--- config.mk ---
export PLATFORM = sky130hd
export DESIGN_NAME = config_stream_loader
export DESIGN_NICKNAME = d
export VERILOG_FILES = /design/src/rtl/config_stream_loader.sv
export SDC_FILE = /design/constraint.sdc
export NUM_CORES = 1
export LEC_CHECK = 0
export BUFFER_PORTS_ARGS = -buffer_cell sky130_fd_sc_hd__buf_4
export CORE_ASPECT_RATIO = 1.25
export CORE_MARGIN = 5
export CORE_UTILIZATION = 40
export DETAILED_ROUTE_END_ITERATION = 10
export GPL_ROUTABILITY_DRIVEN = 1
export SLEW_MARGIN = 20
export SYNTH_ARGS = -nofsm -noshare
export SYNTH_HDL_FRONTEND = slang
export SYNTH_SLANG_ARGS = --single-unit
--- constraint.sdc ---
create_clock -name clk -period 2.5 [get_ports clk]
set_clock_uncertainty 0.05 [all_clocks]
set_input_delay 0.125 -clock clk [delete_from_list [all_inputs] [get_ports clk]]
set_output_delay 0.125 -clock clk [all_outputs]
set_load 0.02 [all_outputs]
--- src/rtl/config_stream_loader.sv ---
// config_stream_loader
//   Shifts a (length, type) header in on tdi, MSB first, then streams cfg_length
//   payload words of WORD_W bits to a consumer over a one-entry valid/ready buffer.
//   tdo gives the chained TDR path a one-clock tdi bypass while shifting.
//
// Ports
//   clk, rst      TCK-domain clock, asynchronous active-high reset
//   en, tdi       shift enable and serial data (MSB first)
//   tdo           tdi delayed one clock while shifting, else 0
//   cfg_type      last captured type field (header LSBs)
//   cfg_length    last captured length field in words (header MSBs)
//   hdr_valid     one-cycle pulse after header capture
//   word_data     buffered payload word, MSB = first bit received
//   word_valid    word_data holds an unconsumed word
//   word_ready    consumer accepts the word when word_valid & word_ready
//   busy          header or payload shifting in progress
//   done          all words received; held until en drops
//   err_overflow  sticky: a word completed while the buffer was still full
module config_stream_loader #(
  parameter int unsigned TYPE_W = 4,
  parameter int unsigned LEN_W  = 12,
  parameter int unsigned WORD_W = 8
) (
  input  logic              clk,
  input  logic              rst,
  input  logic              en,
  input  logic              tdi,
  output logic              tdo,
  output logic [TYPE_W-1:0] cfg_type,
  output logic [LEN_W-1:0]  cfg_length,
  output logic              hdr_valid,
  output logic [WORD_W-1:0] word_data,
  output logic              word_valid,
  input  logic              word_ready,
  output logic              busy,
  output logic              done,
  output logic              err_overflow
);

  localparam int unsigned HDR_W     = TYPE_W + LEN_W;
  localparam int unsigned MAX_BITS  = (HDR_W > WORD_W) ? HDR_W : WORD_W;
  localparam int unsigned CNT_W     = $clog2(MAX_BITS + 1);
  // Shift registers hold only the bits before the one arriving on tdi.
  localparam int unsigned WORD_SR_W = (WORD_W > 1) ? WORD_W - 1 : 1;

  typedef enum logic [1:0] {StIdle, StHeader, StPayload, StDone} state_e;

  state_e state_q, state_d;

  logic [HDR_W-2:0]     hdr_sr_q, hdr_sr_d;
  logic [WORD_SR_W-1:0] word_sr_q, word_sr_d;
  logic [CNT_W-1:0]     bit_cnt_q, bit_cnt_d;
  logic [LEN_W-1:0]     word_cnt_q, word_cnt_d;
  logic [TYPE_W-1:0]    cfg_type_q, cfg_type_d;
  logic [LEN_W-1:0]     cfg_length_q, cfg_length_d;
  logic                 hdr_valid_q, hdr_valid_d;
  logic [WORD_W-1:0]    word_data_q, word_data_d;
  logic                 word_valid_q, word_valid_d;
  logic                 err_q, err_d;
  logic                 tdo_q, tdo_d;

  // Header/word as they would look including the bit on tdi this cycle.
  logic [HDR_W-1:0]  hdr_full;
  logic [WORD_W-1:0] word_full;
  logic              hdr_last;
  logic              word_last;
  logic [LEN_W-1:0]  word_cnt_inc;
  logic              last_word;

  assign hdr_full = {hdr_sr_q, tdi};

  if (WORD_W > 1) begin : g_word_multi
    assign word_full = {word_sr_q, tdi};
  end else begin : g_word_single
    assign word_full = tdi;
  end

  assign hdr_last     = (bit_cnt_q == CNT_W'(HDR_W - 1));
  assign word_last    = (bit_cnt_q == CNT_W'(WORD_W - 1));
  assign word_cnt_inc = word_cnt_q + LEN_W'(1);
  assign last_word    = (word_cnt_inc == cfg_length_q);

  // State register
  always_ff @(posedge clk or posedge rst) begin
    if (rst) begin
      state_q <= StIdle;
    end else begin
      state_q <= state_d;
    end
  end

  // Next-state logic
  always_comb begin
    state_d = state_q;
    unique case (state_q)
      StIdle: begin
        if (en) state_d = StHeader;
      end
      StHeader: begin
        if (!en) begin
          state_d = StIdle;
        end else if (hdr_last) begin
          state_d = (hdr_full[HDR_W-1:TYPE_W] == '0) ? StDone : StPayload;
        end
      end
      StPayload: begin
        if (!en) begin
          state_d = StIdle;
        end else if (word_last && last_word) begin
          state_d = StDone;
        end
      end
      StDone: begin
        if (!en) state_d = StIdle;
      end
      default: state_d = StIdle;
    endcase
  end

  // State-decoded outputs
  always_comb begin
    busy = 1'b0;
    done = 1'b0;
    unique case (state_q)
      StHeader, StPayload: busy = 1'b1;
      StDone:              done = 1'b1;
      default:             ;
    endcase
  end

  // Datapath next-state
  always_comb begin
    hdr_sr_d     = hdr_sr_q;
    word_sr_d    = word_sr_q;
    bit_cnt_d    = bit_cnt_q;
    word_cnt_d   = word_cnt_q;
    cfg_type_d   = cfg_type_q;
    cfg_length_d = cfg_length_q;
    hdr_valid_d  = 1'b0;
    word_data_d  = word_data_q;
    word_valid_d = word_valid_q;
    err_d        = err_q;
    tdo_d        = 1'b0;

    // The buffer drains in every state; a load below overrides the clear.
    if (word_valid_q && word_ready) word_valid_d = 1'b0;

    unique case (state_q)
      StIdle: begin
        if (en) begin
          tdo_d       = tdi;
          hdr_sr_d    = '0;
          hdr_sr_d[0] = tdi;
          bit_cnt_d   = CNT_W'(1);
          err_d       = 1'b0;
        end
      end
      StHeader: begin
        tdo_d = tdi;
        if (!en) begin
          hdr_sr_d  = '0;
          bit_cnt_d = '0;
        end else if (hdr_last) begin
          cfg_type_d   = hdr_full[TYPE_W-1:0];
          cfg_length_d = hdr_full[HDR_W-1:TYPE_W];
          hdr_valid_d  = 1'b1;
          hdr_sr_d     = '0;
          bit_cnt_d    = '0;
          word_sr_d    = '0;
          word_cnt_d   = '0;
        end else begin
          hdr_sr_d  = hdr_full[HDR_W-2:0];
          bit_cnt_d = bit_cnt_q + CNT_W'(1);
        end
      end
      StPayload: begin
        tdo_d = tdi;
        if (!en) begin
          word_sr_d  = '0;
          bit_cnt_d  = '0;
          word_cnt_d = '0;
        end else if (word_last) begin
          word_sr_d  = '0;
          bit_cnt_d  = '0;
          word_cnt_d = word_cnt_inc;
          if (!word_valid_q || word_ready) begin
            word_data_d  = word_full;
            word_valid_d = 1'b1;
          end else begin
            err_d = 1'b1;
          end
        end else begin
          word_sr_d = word_full[WORD_SR_W-1:0];
          bit_cnt_d = bit_cnt_q + CNT_W'(1);
        end
      end
      StDone: begin
        if (!en) word_cnt_d = '0;
      end
      default: ;
    endcase
  end

  // Datapath registers
  always_ff @(posedge clk or posedge rst) begin
    if (rst) begin
      hdr_sr_q     <= '0;
      word_sr_q    <= '0;
      bit_cnt_q    <= '0;
      word_cnt_q   <= '0;
      cfg_type_q   <= '0;
      cfg_length_q <= '0;
      hdr_valid_q  <= 1'b0;
      word_data_q  <= '0;
      word_valid_q <= 1'b0;
      err_q        <= 1'b0;
      tdo_q        <= 1'b0;
    end else begin
      hdr_sr_q     <= hdr_sr_d;
      word_sr_q    <= word_sr_d;
      bit_cnt_q    <= bit_cnt_d;
      word_cnt_q   <= word_cnt_d;
      cfg_type_q   <= cfg_type_d;
      cfg_length_q <= cfg_length_d;
      hdr_valid_q  <= hdr_valid_d;
      word_data_q  <= word_data_d;
      word_valid_q <= word_valid_d;
      err_q        <= err_d;
      tdo_q        <= tdo_d;
    end
  end

  assign tdo          = tdo_q;
  assign cfg_type     = cfg_type_q;
  assign cfg_length   = cfg_length_q;
  assign hdr_valid    = hdr_valid_q;
  assign word_data    = word_data_q;
  assign word_valid   = word_valid_q;
  assign err_overflow = err_q;

endmodule

==> results list <==
- Peak VDD IR: 0.511 mV
- Synthesis produced a netlist whose cell count is 314.
- Initial Util: 0.405
- For this block, the via count after detailed routing is 2640.
* Sequential area share after synthesis: 0.498
- Clock sink total: 69
- Number of antenna violations at the first check in global routing: 0
- Relative to the synthesized area, the layout overhead comes to 18.9%.
- DRC violation count after routing: 0
- For the worst flop-to-flop path, the logic depth is 6.
* Endpoint of the most critical register-to-register path: word_data[1]$_DFFE_PP0P_
* Routability-driven placement congestion ratio: 0.798
- The synthesized design contains 0 enable-type register cells.
* Leakage power summed over all cells: 1.97 nW
* Vias per inst: 5.70
- Worst R2R Start: state_q[0]$_DFFE_PP0P_
- Count of nets left with antenna violations after detail routing: 0
* Worst Setup End Kind: register
- A synthesized cell averages 11.0 um2.
- In this run the worst setup path terminates at word_data[1]$_DFFE_PP0P_.
- Unrepaired setup endpoints after global routing: no
- The die covers 0.0106 mm2.
- Dividing the final minimum period by the clock period gives 0.906.
- In this run the deepest clock path goes through 2 buffers.
- Across every metal layer, demand over resource in global routing totals 0.161.
- Summed over all failing endpoints, the final setup total negative slack is 0 ns.
- The synthesized netlist occupies a cell area of 0.00347 mm2.
- Critical path depth: 6
- Final Total Pwr: 0.00295 W
- Global-route congestion overflow total: 0
- Number of buffers added by the clock tree synthesis step: 9
- The Yosys step of the flow raised 0 warnings.
* Placeable core region: 0.00856 mm2
- Timing would allow up to 442 MHz.
- The setup check on the worst reg-to-reg path leaves a slack of 0.24 ns.
- Summed over all nets, the half-perimeter wirelength after detailed placement is 5780 um.
- Flip-flop cell with the highest count after synthesis: dfrtp_1
- Relative slew slack: 0.660
- After clock tree synthesis, the clock-pin slew on the worst setup and hold paths is 0.08 ns.
- CTS built an H-tree with a depth of 3.
- In this run, distinct cell masters in the synthesized netlist total 58.
- Cell at the slowest stage of the critical path: dfrtp_1
- Crit-path max cell delay: 0.42 ns
- Buffer type at the clock tree root: clkbuf_8
- The number of global-route vias before repair is 2662.
* Routed Wire Length: 7900 um
- The routed design could run at a clock period as short as 2.26 ns.
- Number of endpoints with negative hold slack in the final report: 0
- At the worst endpoint, the arrival time is 2.44 ns.
* Worst path top cell family by delay: simple AND/OR/NAND/NOR gates
- Counting flops and latches in the post-synthesis netlist gives 69.
- Filler cell count in the final layout: 777
- TritonCTS built the clock tree.
- The worst hold path belongs to the class in2reg.
* Global-route wire length before repair: 13400 um
- Dividing the detail-routed wire length by the instance count gives 17.1 um.
- Leading cell type in the layout, fill and taps excluded: dfrtp_1
* Die Wd: 93.3 um
- The first detailed-routing pass took 4 iterations.
- Number of cell rows: 38
- Hold Startpoint: word_ready
- Core occupancy in the finished layout: 0.481
- Result of the run: finished, final reports clean
- Final #Nets: 372
* Total setup violations reported at the end of the flow: 0
- Area after detailed placement: 0.00386 mm2
- Buffer and inverter count on the worst path: 1
- Critical path peak fanout: 8
* Final std cell area, no fill: 0.00412 mm2
- Counting flops with an async set or reset pin after synthesis yields a share of 1.00.
- Worst-Margin Slew: 0.509 ns
* Critical path class: reg2reg
- Latest clock arrival within the worst-skew pair: 0.34 ns
* I/O pin count: 35
- Diodes inserted: 0
- Power spread over the standard cell area amounts to 716 mW/mm2.
* Layout Cells excl Fill: 463
* Crit path from: state_q[0]$_DFFE_PP0P_
- When the netlist entered floorplanning its net count stood at 328.
* Required arrival time at the worst endpoint: 2.67 ns
- Number of max-capacitance violations reported: 0
- After the first detailed-routing iteration, the DRC count stood at 177.
- In the layout the commonest cells are dfrtp_1 (69), buf_4 (43), o21ai_0 (26), mux2_2 (24), a22o_1 (22).
- Of the cells placed in the final design, the portion with a size suffix greater than 1 is 0.270.
- Total placed cells including tap cells: 445
- Maximum number of pins on one net before global-route repair: 35
- Number of port buffers: 34
* Die height: 114 um
- The critical path goes through inv_1 > ha_1 > and2_1 > nand2_1 > nor2_2 > mux2_2.
- STA classifies the critical path startpoint as a register.
- The count of pins over their slew limit is 0.
cell usage after synthesis (all sizes together), types with 2 or more instances:
library cell | number | share of area
a22o | 22 | 0.056
ha | 9 | 0.032
xor2 | 4 | 0.010
nand2 | 19 | 0.021
o211ai | 3 | 0.0079
a31oi | 5 | 0.0090
nand3b | 2 | 0.0043
a21oi | 6 | 0.0097
inv | 7 | 0.0076
clkbuf | 5 | 0.0054
or3 | 2 | 0.0036
nor2b | 4 | 0.0072
o41ai | 2 | 0.0051
a32o | 2 | 0.0058
xnor2 | 9 | 0.023
nand4 | 8 | 0.018
nor2 | 19 | 0.021
nand3 | 11 | 0.017
mux2 | 24 | 0.078
dfrtp | 69 | 0.50
nor3 | 7 | 0.013
a21boi | 3 | 0.0065
nand2b | 6 | 0.011
and3 | 3 | 0.0058
o31ai | 6 | 0.013
nor4 | 3 | 0.0097
buf | 8 | 0.014
o21ai | 27 | 0.039
o21bai | 2 | 0.0043
cell families after synthesis:
kind of cell	share of synthesized area
AOI/OAI and AO/OA	0.171
xor gates and xnor gates	0.0329
adders and majority gates	0.0325
buffers and inverters	0.0285
DFF	0.498
muxes	0.0809
and+or+nand+nor	0.156
worst min-delay path by stage:
stage,to,depth (start not counted)
after detailed placement,cfg_length[1]$_DFFE_PP0P_,2
final,word_valid$_DFF_PP0_,3
after global routing,word_valid$_DFF_PP0_,3
after CTS,word_valid$_DFF_PP0_,3
after floorplan,word_sr_q[0]$_DFFE_PP0P_,1
after global placement,cfg_length[1]$_DFFE_PP0P_,2
power by group:
part | switching [W] | leakage (nW) | internal, W | total [W]
Combinational | 0.000415 | 0.902 | 0.000229 | 0.000643
Sequential | 0.0000717 | 0.954 | 0.00119 | 0.00126
Clock | 0.000427 | 0.116 | 0.000618 | 0.00104
Total | 0.000913 | 1.97 | 0.00204 | 0.00295
metrics by stage:
step	setup WS, ns	hold slack (ns)
3_5_place_dp	0.249	0.150
2_1_floorplan	0.299	0.208
5_1_grt	0.0735	0.0404
3_3_place_gp	0.248	0.147
6_report	0.235	0.0381
4_1_cts	0.223	0.0244
area by class of cell:
class	instances	area, um2	area share
Clock inverter	5	81.3	0.0197
Tap cell	100	125	0.0304
Clock buffer	11	151	0.0367
Sequential cell	69	1730	0.419
Multi-Input combinational cell	224	1640	0.399
Inverter	8	30.0	0.00729
Timing Repair Buffer	46	363	0.0881
per-layer routing:
layer	routed length, um	track usage	vias up
met5	0	0	-
met4	97	0.0508	0
met3	418	0.0473	7
met2	3900	0.263	69
met1	3490	0.206	1309
li1	-	-	1255
timing repair:
item | in CTS | in global routing
hold buffers | 2 | 0
resized for setup | 0 | 1
endpoints found under the hold margin | 23 | 0
setup endpoints to repair | 0 | 4
buffers inserted | 0 | 0
flip-flops by register name, summed over array words and instances, names as in the netlist, 2 cells and up:
signal      cells
bit_cnt_q       5
cfg_length     12
cfg_type        4
hdr_sr_q       15
state_q         2
word_cnt_q     12
word_data       8
word_sr_q       7
worst register-to-register path: stages, from the launching register on:
cell and delay (ns):
dfrtp_1 0.42, inv_1 0.12, ha_1 0.30, and2_1 0.35
nand2_1 0.14, nor2_2 0.37, mux2_2 0.39
Power figures use the tool's default switching activity.
